`config.mk`:
```
export PLATFORM = sky130hd
export DESIGN_NAME = l1_victim_refill_ctrl
export DESIGN_NICKNAME = d
export VERILOG_FILES = /design/src/rtl/cache_def.sv /design/src/rtl/adder_32bit.sv /design/src/rtl/l1_victim_refill_ctrl.sv
export SDC_FILE = /design/constraint.sdc
export NUM_CORES = 1
export LEC_CHECK = 0
export BUFFER_PORTS_ARGS = -buffer_cell sky130_fd_sc_hd__clkbuf_2
export CORE_AREA = 2 2 431 433
export DETAILED_ROUTE_END_ITERATION = 10
export DIE_AREA = 0 0 433 435
export SYNTH_ARGS = -nofsm -noshare
export SYNTH_HDL_FRONTEND = slang
export SYNTH_HIERARCHICAL = 1
export SYNTH_SLANG_ARGS = --single-unit
```
`constraint.sdc`:
```
create_clock -name clk_i -period 18.6 [get_ports clk_i]
set_clock_uncertainty 0.15 [all_clocks]
set_input_delay 0.93 -clock clk_i [delete_from_list [all_inputs] [get_ports clk_i]]
set_output_delay 0.93 -clock clk_i [all_outputs]
set_load 0.03 [all_outputs]
```
`src/rtl/cache_def.sv`:
```
// Shared cache types for the L1, the victim cache and the memory port, plus
// the state encoding of the miss-side refill controller.
package cache_def;

  typedef logic [127:0] cache_data_type;

  typedef struct packed {
    logic [31:0] addr;
    logic        valid;
  } cpu_req_type;

  typedef struct packed {
    logic           valid;
    logic           dirty;
    logic [31:0]    addr;
    cache_data_type data;
  } evict_data_type;

  typedef struct packed {
    logic [31:0]    addr;
    cache_data_type data;
    logic           rw;
    logic           valid;
  } mem_req_type;

  typedef struct packed {
    cache_data_type data;
    logic           ready;
  } mem_data_type;

  typedef enum logic [2:0] {
    IDLE,
    PROBE,
    CHECK,
    MEM_RD,
    WB,
    INSERT,
    RESPOND
  } vrc_state_type;

endpackage

```
`src/rtl/adder_32bit.sv`:
```
// Plain 32-bit adder. The carry out is dropped, so the sum wraps modulo 2^32.
module adder_32bit (
  input  logic [31:0] a_i,
  input  logic [31:0] b_i,
  output logic [31:0] sum_o
);

  assign sum_o = a_i + b_i;

endmodule

```
`src/rtl/l1_victim_refill_ctrl.sv`:
```
// Miss-side initiator for the L1 victim cache: probes the victim cache, refills
// the L1 from a hit or from memory, writes back a dirty victim, then inserts it clean.
module l1_victim_refill_ctrl
  import cache_def::*;
#(
  parameter int TAG_CHECK_CYC = 1
) (
  input  logic           clk_i,
  input  logic           rst_i,
  input  cpu_req_type    l1_req_i,
  input  evict_data_type l1_victim_i,
  output evict_data_type l1_res_o,
  output logic           busy_o,
  output cpu_req_type    vc_req_o,
  input  evict_data_type vc_res_i,
  input  logic           vc_miss_i,
  output evict_data_type vc_evict_o,
  output mem_req_type    mem_req_o,
  input  mem_data_type   mem_data_i,
  output logic [31:0]    no_probe_o,
  output logic [31:0]    no_vc_hit_o,
  output logic [31:0]    no_wb_o
);

  localparam logic [3:0] CHK_LAST = 4'(TAG_CHECK_CYC - 1);

  vrc_state_type  state_q, state_d;
  logic [31:0]    miss_addr_q, miss_addr_d;
  evict_data_type victim_q, victim_d;
  cache_data_type data_q, data_d;
  logic           dirty_q, dirty_d;
  logic [3:0]     chk_cnt_q, chk_cnt_d;

  logic           probe_inc, hit_inc, wb_inc;
  logic [31:0]    probe_q, probe_d, probe_sum;
  logic [31:0]    hit_q, hit_d, hit_sum;
  logic [31:0]    wb_q, wb_d, wb_sum;

  logic           vc_hit;
  logic           victim_dirty;
  logic           unused_vc_addr;

  assign vc_hit         = vc_res_i.valid && !vc_miss_i;
  assign victim_dirty   = victim_q.valid && victim_q.dirty;
  // The victim cache answers for the address we probed, so its echo is not needed.
  assign unused_vc_addr = ^vc_res_i.addr;

  adder_32bit u_probe_add (.a_i(probe_q), .b_i(32'd1), .sum_o(probe_sum));
  adder_32bit u_hit_add   (.a_i(hit_q),   .b_i(32'd1), .sum_o(hit_sum));
  adder_32bit u_wb_add    (.a_i(wb_q),    .b_i(32'd1), .sum_o(wb_sum));

  assign probe_d = probe_inc ? probe_sum : probe_q;
  assign hit_d   = hit_inc   ? hit_sum   : hit_q;
  assign wb_d    = wb_inc    ? wb_sum    : wb_q;

  // NOTE: every register uses non-blocking assignment so all flops update from
  // the same pre-edge values regardless of statement order.
  // NOTE: the line-wide data registers are reset too: a reset mid-miss must not
  // leak a stale line or victim into the next transaction.
  always_ff @(posedge clk_i or posedge rst_i) begin
    if (rst_i) begin
      state_q     <= IDLE;
      miss_addr_q <= '0;
      victim_q    <= '0;
      data_q      <= '0;
      dirty_q     <= 1'b0;
      chk_cnt_q   <= '0;
      probe_q     <= '0;
      hit_q       <= '0;
      wb_q        <= '0;
    end else begin
      state_q     <= state_d;
      miss_addr_q <= miss_addr_d;
      victim_q    <= victim_d;
      data_q      <= data_d;
      dirty_q     <= dirty_d;
      chk_cnt_q   <= chk_cnt_d;
      probe_q     <= probe_d;
      hit_q       <= hit_d;
      wb_q        <= wb_d;
    end
  end

  // NOTE: every signal written here gets a default first, so no path through
  // the case statement can leave one unassigned and infer a latch.
  always_comb begin
    state_d     = state_q;
    miss_addr_d = miss_addr_q;
    victim_d    = victim_q;
    data_d      = data_q;
    dirty_d     = dirty_q;
    chk_cnt_d   = chk_cnt_q;
    probe_inc   = 1'b0;
    hit_inc     = 1'b0;
    wb_inc      = 1'b0;
    l1_res_o    = '0;
    vc_req_o    = '0;
    vc_evict_o  = '0;
    mem_req_o   = '0;

    unique case (state_q)
      IDLE: begin
        if (l1_req_i.valid) begin
          miss_addr_d = l1_req_i.addr;
          victim_d    = l1_victim_i;
          probe_inc   = 1'b1;
          state_d     = PROBE;
        end
      end
      PROBE: begin
        vc_req_o.valid = 1'b1;
        vc_req_o.addr  = miss_addr_q;
        chk_cnt_d      = '0;
        state_d        = CHECK;
      end
      CHECK: begin
        vc_req_o.valid = 1'b1;
        vc_req_o.addr  = miss_addr_q;
        if (chk_cnt_q == CHK_LAST) begin
          if (vc_hit) begin
            data_d  = vc_res_i.data;
            dirty_d = vc_res_i.dirty;
            hit_inc = 1'b1;
            state_d = victim_dirty ? WB : INSERT;
          end else begin
            state_d = MEM_RD;
          end
        end else begin
          chk_cnt_d = chk_cnt_q + 4'd1;
        end
      end
      MEM_RD: begin
        mem_req_o.valid = 1'b1;
        mem_req_o.addr  = miss_addr_q;
        if (mem_data_i.ready) begin
          data_d  = mem_data_i.data;
          dirty_d = 1'b0;
          state_d = victim_dirty ? WB : INSERT;
        end
      end
      WB: begin
        mem_req_o.valid = 1'b1;
        mem_req_o.rw    = 1'b1;
        mem_req_o.addr  = victim_q.addr;
        mem_req_o.data  = victim_q.data;
        if (mem_data_i.ready) begin
          wb_inc  = 1'b1;
          state_d = INSERT;
        end
      end
      INSERT: begin
        // The victim cache holds only clean lines, so it can drop entries freely.
        if (victim_q.valid) begin
          vc_evict_o       = victim_q;
          vc_evict_o.dirty = 1'b0;
        end
        state_d = RESPOND;
      end
      RESPOND: begin
        l1_res_o.valid = 1'b1;
        l1_res_o.dirty = dirty_q;
        l1_res_o.addr  = miss_addr_q;
        l1_res_o.data  = data_q;
        state_d        = IDLE;
      end
      default: state_d = IDLE;
    endcase
  end

  assign busy_o      = (state_q != IDLE);
  assign no_probe_o  = probe_q;
  assign no_vc_hit_o = hit_q;
  assign no_wb_o     = wb_q;

endmodule

```
==> results of run 1 <==
-- through the flow --
stage | area (sq um) | total power, mW | cells | hold WS [ps] | worst slack [ps]
CTS | 37000 | 6.89 | 5992 | 204 | 13710
global route | 37000 | 7.24 | 6007 | 250 | 13560
floorplan | 26800 | 4.23 | 2461 | 321 | 5660
detailed placement | 34800 | 5.52 | 5880 | 334 | 14100
finish | 37100 | 6.82 | 6020 | 253 | 13700
global placement | 34800 | 5.48 | 5880 | 329 | 14140
-- cell usage after synthesis (all sizes together), types with 4 or more instances --
master  instances  area (sq um)
mux2          546          6520
dfrtp         426         10700
and2          361          2260
and3          140           877
a21oi          96           480
clkbuf         95           357
ha             95          1190
o21ai          62           318
buf            61           367
xnor2          59           517
nand2          53           199
nor2           42           160
a21o           36           270
a22o           33           289
xor2           30           263
inv            29           109
nand3          21           105
nand4          18           113
nor3           13          65.1
o21a           11          82.6
a211oi          9          72.6
a31oi           9          56.3
nand2b          9          56.3
nor2b           9          63.8
o21bai          9          67.6
o31ai           8          70.1
a31o            7          61.3
a21boi          6          45.0
o211ai          6          68.8
a221oi          5          86.3
nor3b           5          37.5
nor4            4          25.0
-- metal layers --
metal	wire length, um	part of all wire [%]	vias to the layer above	GRT usage (%)
met1	60800	41	11900	19.1
met5	81	0.055	-	0
li1	-	-	10600	-
met3	9870	6.7	192	3.25
met4	5990	4.0	12	6.33
met2	71100	48	815	25.0
-- cell usage in the layout (no fill, tap or decap), drive strengths merged, types with 42 or more instances in the layout --
cell,synthesis,layout
a21oi,96,96
and2,361,361
and3,140,140
clkbuf,95,1139
conb,2,100
dfrtp,426,426
ha,95,95
mux2,546,546
nand2,53,53
nor2,42,42
o21ai,62,62
xnor2,59,59
-- report_power, final --
part	internal (mW)	switching [mW]	total [mW]
combinational	1.44	2.17	3.61
sequential	1.40	0.500	1.90
clock	0.793	0.523	1.32
-- final timing paths --
| kind | cells after the start | endpoint | startpoint | slack [ps] |
|---|---|---|---|---|
| worst max-delay path | 5 | mem_req_o[122] | state_q[0] | 13700 |
| worst min-delay path | 2 | miss_addr_q[24] | rst_i | 250 |
| worst max register to register | 6 | no_probe_o[19] | state_q[2] | 14200 |
| worst min register to register | 1 | data_q[120] | data_q[120] | 350 |
| max in group asynchronous | 4 | state_q[2] | rst_i | 15640 |
| min in group clk_i | 2 | victim_q[160] | l1_victim_i[160] | 300 |
-- worst register-to-register path: stages (launching register included) --
cell     delay [ps]
dfrtp_4         730
inv_2           280
and3_4          530
buf_4           720
buf_4           710
buf_4           680
mux2_2          460
-- registers in the layout, indices dropped and copies added, names as in the netlist --
name and count:
no_wb_o 32, chk_cnt_q 4, state_q 3, dirty_q 1
miss_addr_q 32, victim_q 162, no_vc_hit_o 32, data_q 128
no_probe_o 32
-- cells by family after synthesis --
group                      count (synthesis)  synth area share (%)
AOI/OAI and AO/OA                        329                  8.64
other                                      2                0.0284
muxes                                    547                  24.7
DFF                                      426                  40.4
buffers and inverters                    185                  3.15
xor gates and xnor gates                  89                  2.95
and+or+nand+nor                          687                  15.4
adders and majority gates                 98                  4.73
-- layout make-up --
cell class / count / area share, %
multi-input combinational: 1850 / 41.4
sequential: 426 / 28.8
timing repair buffer: 1095 / 15.0
tap: 2480 / 8.37
clock buffer: 68 / 4.24
clock inverter: 44 / 1.73
inverter: 29 / 0.314
antenna: 28 / 0.189
==> metrics.yaml, run 1 <==
power_and_ir_drop:
  p_leak_nw: 18.3
  peakVddDrop_mv: 0.0909
  powerDensity_nw_per_um2: 184
clock_tree:
  clock-sinks: 426
  cts_hold_buf: 0
  htree_levels: 2
  clk_latency_ps: 700
  cts-root-buf: "clkbuf_16"
  cts_tree: "built"
  cts_made_buffers: 59
  clockBufferDepth: 3
  postCtsSetupBuffers: 0
  clkTransAtPathRegs_ps: 70
  postCtsResizedCells: 0
grt:
  grt_pass1_vias: 23100
  grt_pass1_wl_um: 198000
  gr-total-overflow: 0
  grt_usage_pct: 15.2
  antenna_found_initial: 70
  grt_max_degree: 162
run_status:
  status: "finished clean"
worst_setup_path:
  path_max_fanout: 105
  path_cells: "nor2_4 > buf_4 > buf_4 > and3_1 > clkbuf_2"
  worstSetupEndpointType: "output pin"
  crit_type: "reg2out"
  crit_family: "buffers and inverters"
  slowest_stage: "buf_4"
  crit_required_ps: 17520
  crit_top_cell: "buf_4"
  max_stage_delay_ps: 790
  crit_buf_inv: 3
  cp.arrival_ps: 3820
  startpoint_type: "register"
drt:
  routed_via_density: 3.91
  wirelength_um: 148000
  drt-initial-drc-count: 1341
  drc: 0
  route.detailed.wl_per_inst_um: 24.6
  vias: 23500
  ant_nets: 0
  drt-pass1-iter-count: 5
sta:
  rsz0062_at_grt: "false"
  hold_viol_final: 0
  drv_slew: 0
  timing.fmax_mhz: 204
  slew_headroom_pct: 24.2
  fin_crit_sh_pct: 26.3
  tightest_slew_ps: 1140
  setup_viol: 0
  fin_crit_ps: 4900
  tns_ps: 0
finish:
  fillers: 20300
  layout-drive-gt1-share_pct: 51.2
  syn_to_final_growth_pct: 40.4
  multiInputGateArea_sq_um: 15300
  num-nets-final: 4048
  ff_latch_area_sq_um: 10700
  final_core_util_pct: 20.1
floorplan:
  start_util_pct: 14.3
  die_h_um: 435
  fp.coreArea_sq_um: 184000
  die-area_sq_um: 188000
  die_w_um: 433
  io_pins: 1105
  fp-row-count: 158
flow_run:
  maxCapViolations: 0
place:
  io_buffer_count: 1071
  routabilityCongestion: 0.990
  hpwlAfterDp_um: 121000
synth:
  ys.flop_type: "dfrtp_1"
  synth_edf_count: 0
  ys_ff_latch: 426
  synthArstFlopShare_pct: 100
  synth_area_per_cell_sq_um: 11.2
  syn_inst: 2363
  synth_cell_types: 83
  ys_seq_area_share_pct: 40.4
  yosysWarnings: 6
  synthesis.area_sq_um: 26400
min_path:
  min-delay-path-class: "in2async"
(Power assumes the default switching activity.)
==> inputs of run 2 (changes only) <==
--- a/config.mk
+++ b/config.mk
@@ -6,9 +6,9 @@
 export NUM_CORES = 1
 export LEC_CHECK = 0
 export BUFFER_PORTS_ARGS = -buffer_cell sky130_fd_sc_hd__clkbuf_2
-export CORE_AREA = 2 2 431 433
+export CORE_AREA = 2 2 435 437
 export DETAILED_ROUTE_END_ITERATION = 10
-export DIE_AREA = 0 0 433 435
+export DIE_AREA = 0 0 437 439
 export SYNTH_ARGS = -nofsm -noshare
 export SYNTH_HDL_FRONTEND = slang
 export SYNTH_HIERARCHICAL = 1
==> constraint.sdc (replaced) <==
create_clock -name clk_i -period 5.06 [get_ports clk_i]
set_clock_uncertainty 0.15 [all_clocks]
set_input_delay 0.253 -clock clk_i [delete_from_list [all_inputs] [get_ports clk_i]]
set_output_delay 0.253 -clock clk_i [all_outputs]
set_load 0.03 [all_outputs]
==> run 2 against run 1 <==
Compared with the run above: final cell count is 7.9% higher; critical path depth is the same; sequential cell count is the same; sequential share of layout area shrank 3.1 points; hold slack got worse by 120 ps; global-route usage down 1.1 points; critical path type unchanged; power increased to 3.7 times the previous value; non-clock buffer count up 463; utilization rose by 2.1 points; sequential power rose to 3.8 times the previous value.
==> metrics.yaml, run 2 (synthesized netlist as in run 1, its figures left out) <==
run_status:
  status: "finished clean"
drt:
  wirelength_um: 143000
  drt-pass1-iter-count: 5
  routed_via_density: 3.96
  route.detailed.wl_per_inst_um: 22.0
  drc: 0
  ant_nets: 0
  vias: 25700
  drt-initial-drc-count: 1789
clock_tree:
  cts_tree: "built"
  clockBufferDepth: 3
  clkTransAtPathRegs_ps: 60
  clock-sinks: 426
  cts_hold_buf: 456
  htree_levels: 2
  postCtsSetupBuffers: 0
  clk_latency_ps: 680
  cts-root-buf: "clkbuf_16"
  postCtsResizedCells: 0
  cts_made_buffers: 55
sta:
  drv_slew: 0
  setup_slack_ps: 1160
  slew_headroom_pct: 11.5
  tightest_slew_ps: 1330
  fin_crit_ps: 3900
  holdWs_ps: 137
  timing.fmax_mhz: 257
  setup_viol: 0
  fin_crit_sh_pct: 77.0
  tns_ps: 0
  rsz0062_at_grt: "false"
  hold_viol_final: 0
grt:
  grt_max_degree: 162
  antenna_found_initial: 76
  grt_pass1_vias: 25400
  grt_usage_pct: 14.1
  grt_pass1_wl_um: 194000
  gr-total-overflow: 0
finish:
  layout_common_cells: "1071 x clkbuf_2, 456 x dlygate4sd3_1, 448 x mux2_2"
  instances_no_fill: 6494
  reg_top3: "victim_q x162, data_q x128"
  regMostFlops: "victim_q"
  finalInstanceArea_sq_um: 41500
  num-nets-final: 4507
  mostFrequentLayoutCell: "clkbuf_2"
  largest_reg_flops: 162
  syn_to_final_growth_pct: 57.3
  fillers: 20400
  layout-drive-gt1-share_pct: 45.1
worst_setup_path:
  crit_required_ps: 4660
  path_max_fanout: 156
  worstSetupEndpointType: "output pin"
  cp.arrival_ps: 3500
  startpoint_type: "register"
  max_stage_delay_ps: 760
  path_cells: "inv_2 > nor3_2 > buf_12 > and2_1 > clkbuf_2"
  crit_type: "reg2out"
  slowest_stage: "dfrtp_4"
place:
  postPlaceCellArea_sq_um: 35000
  hpwlAfterDp_um: 114000
  io_buffer_count: 1071
  routabilityCongestion: 0.931
  place_ws_ps: 1780
  dp_cells: 5902
power_and_ir_drop:
  powerDensity_nw_per_um2: 603
  p_leak_nw: 20.1
  peakVddDrop_mv: 0.419
floorplan:
  die-area_sq_um: 192000
  die_w_um: 437
  io_pins: 1105
  die_h_um: 439
  start_util_pct: 14.1
  fp.coreArea_sq_um: 187000
  fp-row-count: 159
min_path:
  min-delay-path-class: "in2async"
flow_run:
  maxCapViolations: 0
-- run 2: changes by cell type in the layout (fill, tap and decap cells not counted), moves of 2 or more --
cell,before,now
clkinv_2,17,7
dlygate4sd3_1,0,456
diode_2,28,34
clkbuf_8,6,12
buf_12,2,12
clkbuf_1,3,11
buf_4,22,19
bufinv_16,13,5
clkbuf_16,59,55
inv_16,2,0
-- run 2: metal layers --
metal | vias up | part of all wire [%] | global-route usage (%)
met5 | - | 0.25 | 0.893
met3 | 269 | 8.6 | 4.64
li1 | 11500 | - | -
met2 | 1046 | 47 | 22.8
met1 | 12900 | 39 | 17.0
met4 | 38 | 4.7 | 6.22
-- run 2: final cells by class --
| class | count | area (sq um) | area share, % |
|---|---|---|---|
| Inverter | 29 | 113 | 0.271 |
| Timing Repair Buffer | 1558 | 10300 | 24.8 |
| Antenna cell | 34 | 85.1 | 0.205 |
| Tap cell | 2495 | 3120 | 7.52 |
| Clock inverter | 24 | 332 | 0.798 |
| Multi-Input combinational cell | 1850 | 15300 | 36.9 |
| Sequential cell | 426 | 10700 | 25.7 |
| Clock buffer | 78 | 1580 | 3.81 |
-- run 2: worst paths after layout --
check | depth (start not counted) | from | slack [ps] | to
worst min register to register | 1 | data_q[56] | 350 | data_q[56]
worst max-delay path | 5 | state_q[2] | 1160 | vc_evict_o[158]
worst max register to register | 6 | state_q[2] | 1320 | data_q[34]
min in group clk_i | 3 | l1_victim_i[109] | 180 | victim_q[109]
max in group asynchronous | 5 | rst_i | 3330 | data_q[7]
worst min-delay path | 3 | rst_i | 140 | victim_q[135]
-- run 2: through the flow --
stage                     util (%)  power, mW
final                         22.2       25.1
after detailed placement      18.7       20.0
after floorplan                  -       15.6
after global placement        18.7       19.8
after CTS                     22.2       25.1
after global routing          22.2       26.4
-- run 2: critical path, delay by kind of cell, from the launching register on --
family / cells / cell delay, ps
buffers and inverters: 3 / 860
DFF: 1 / 760
and+or+nand+nor: 2 / 740
-- run 2: power by group --
part | switching, mW | internal (mW) | total, mW
logic | 7.78 | 5.89 | 13.7
registers | 2.03 | 5.16 | 7.18
clock network | 1.76 | 2.45 | 4.21
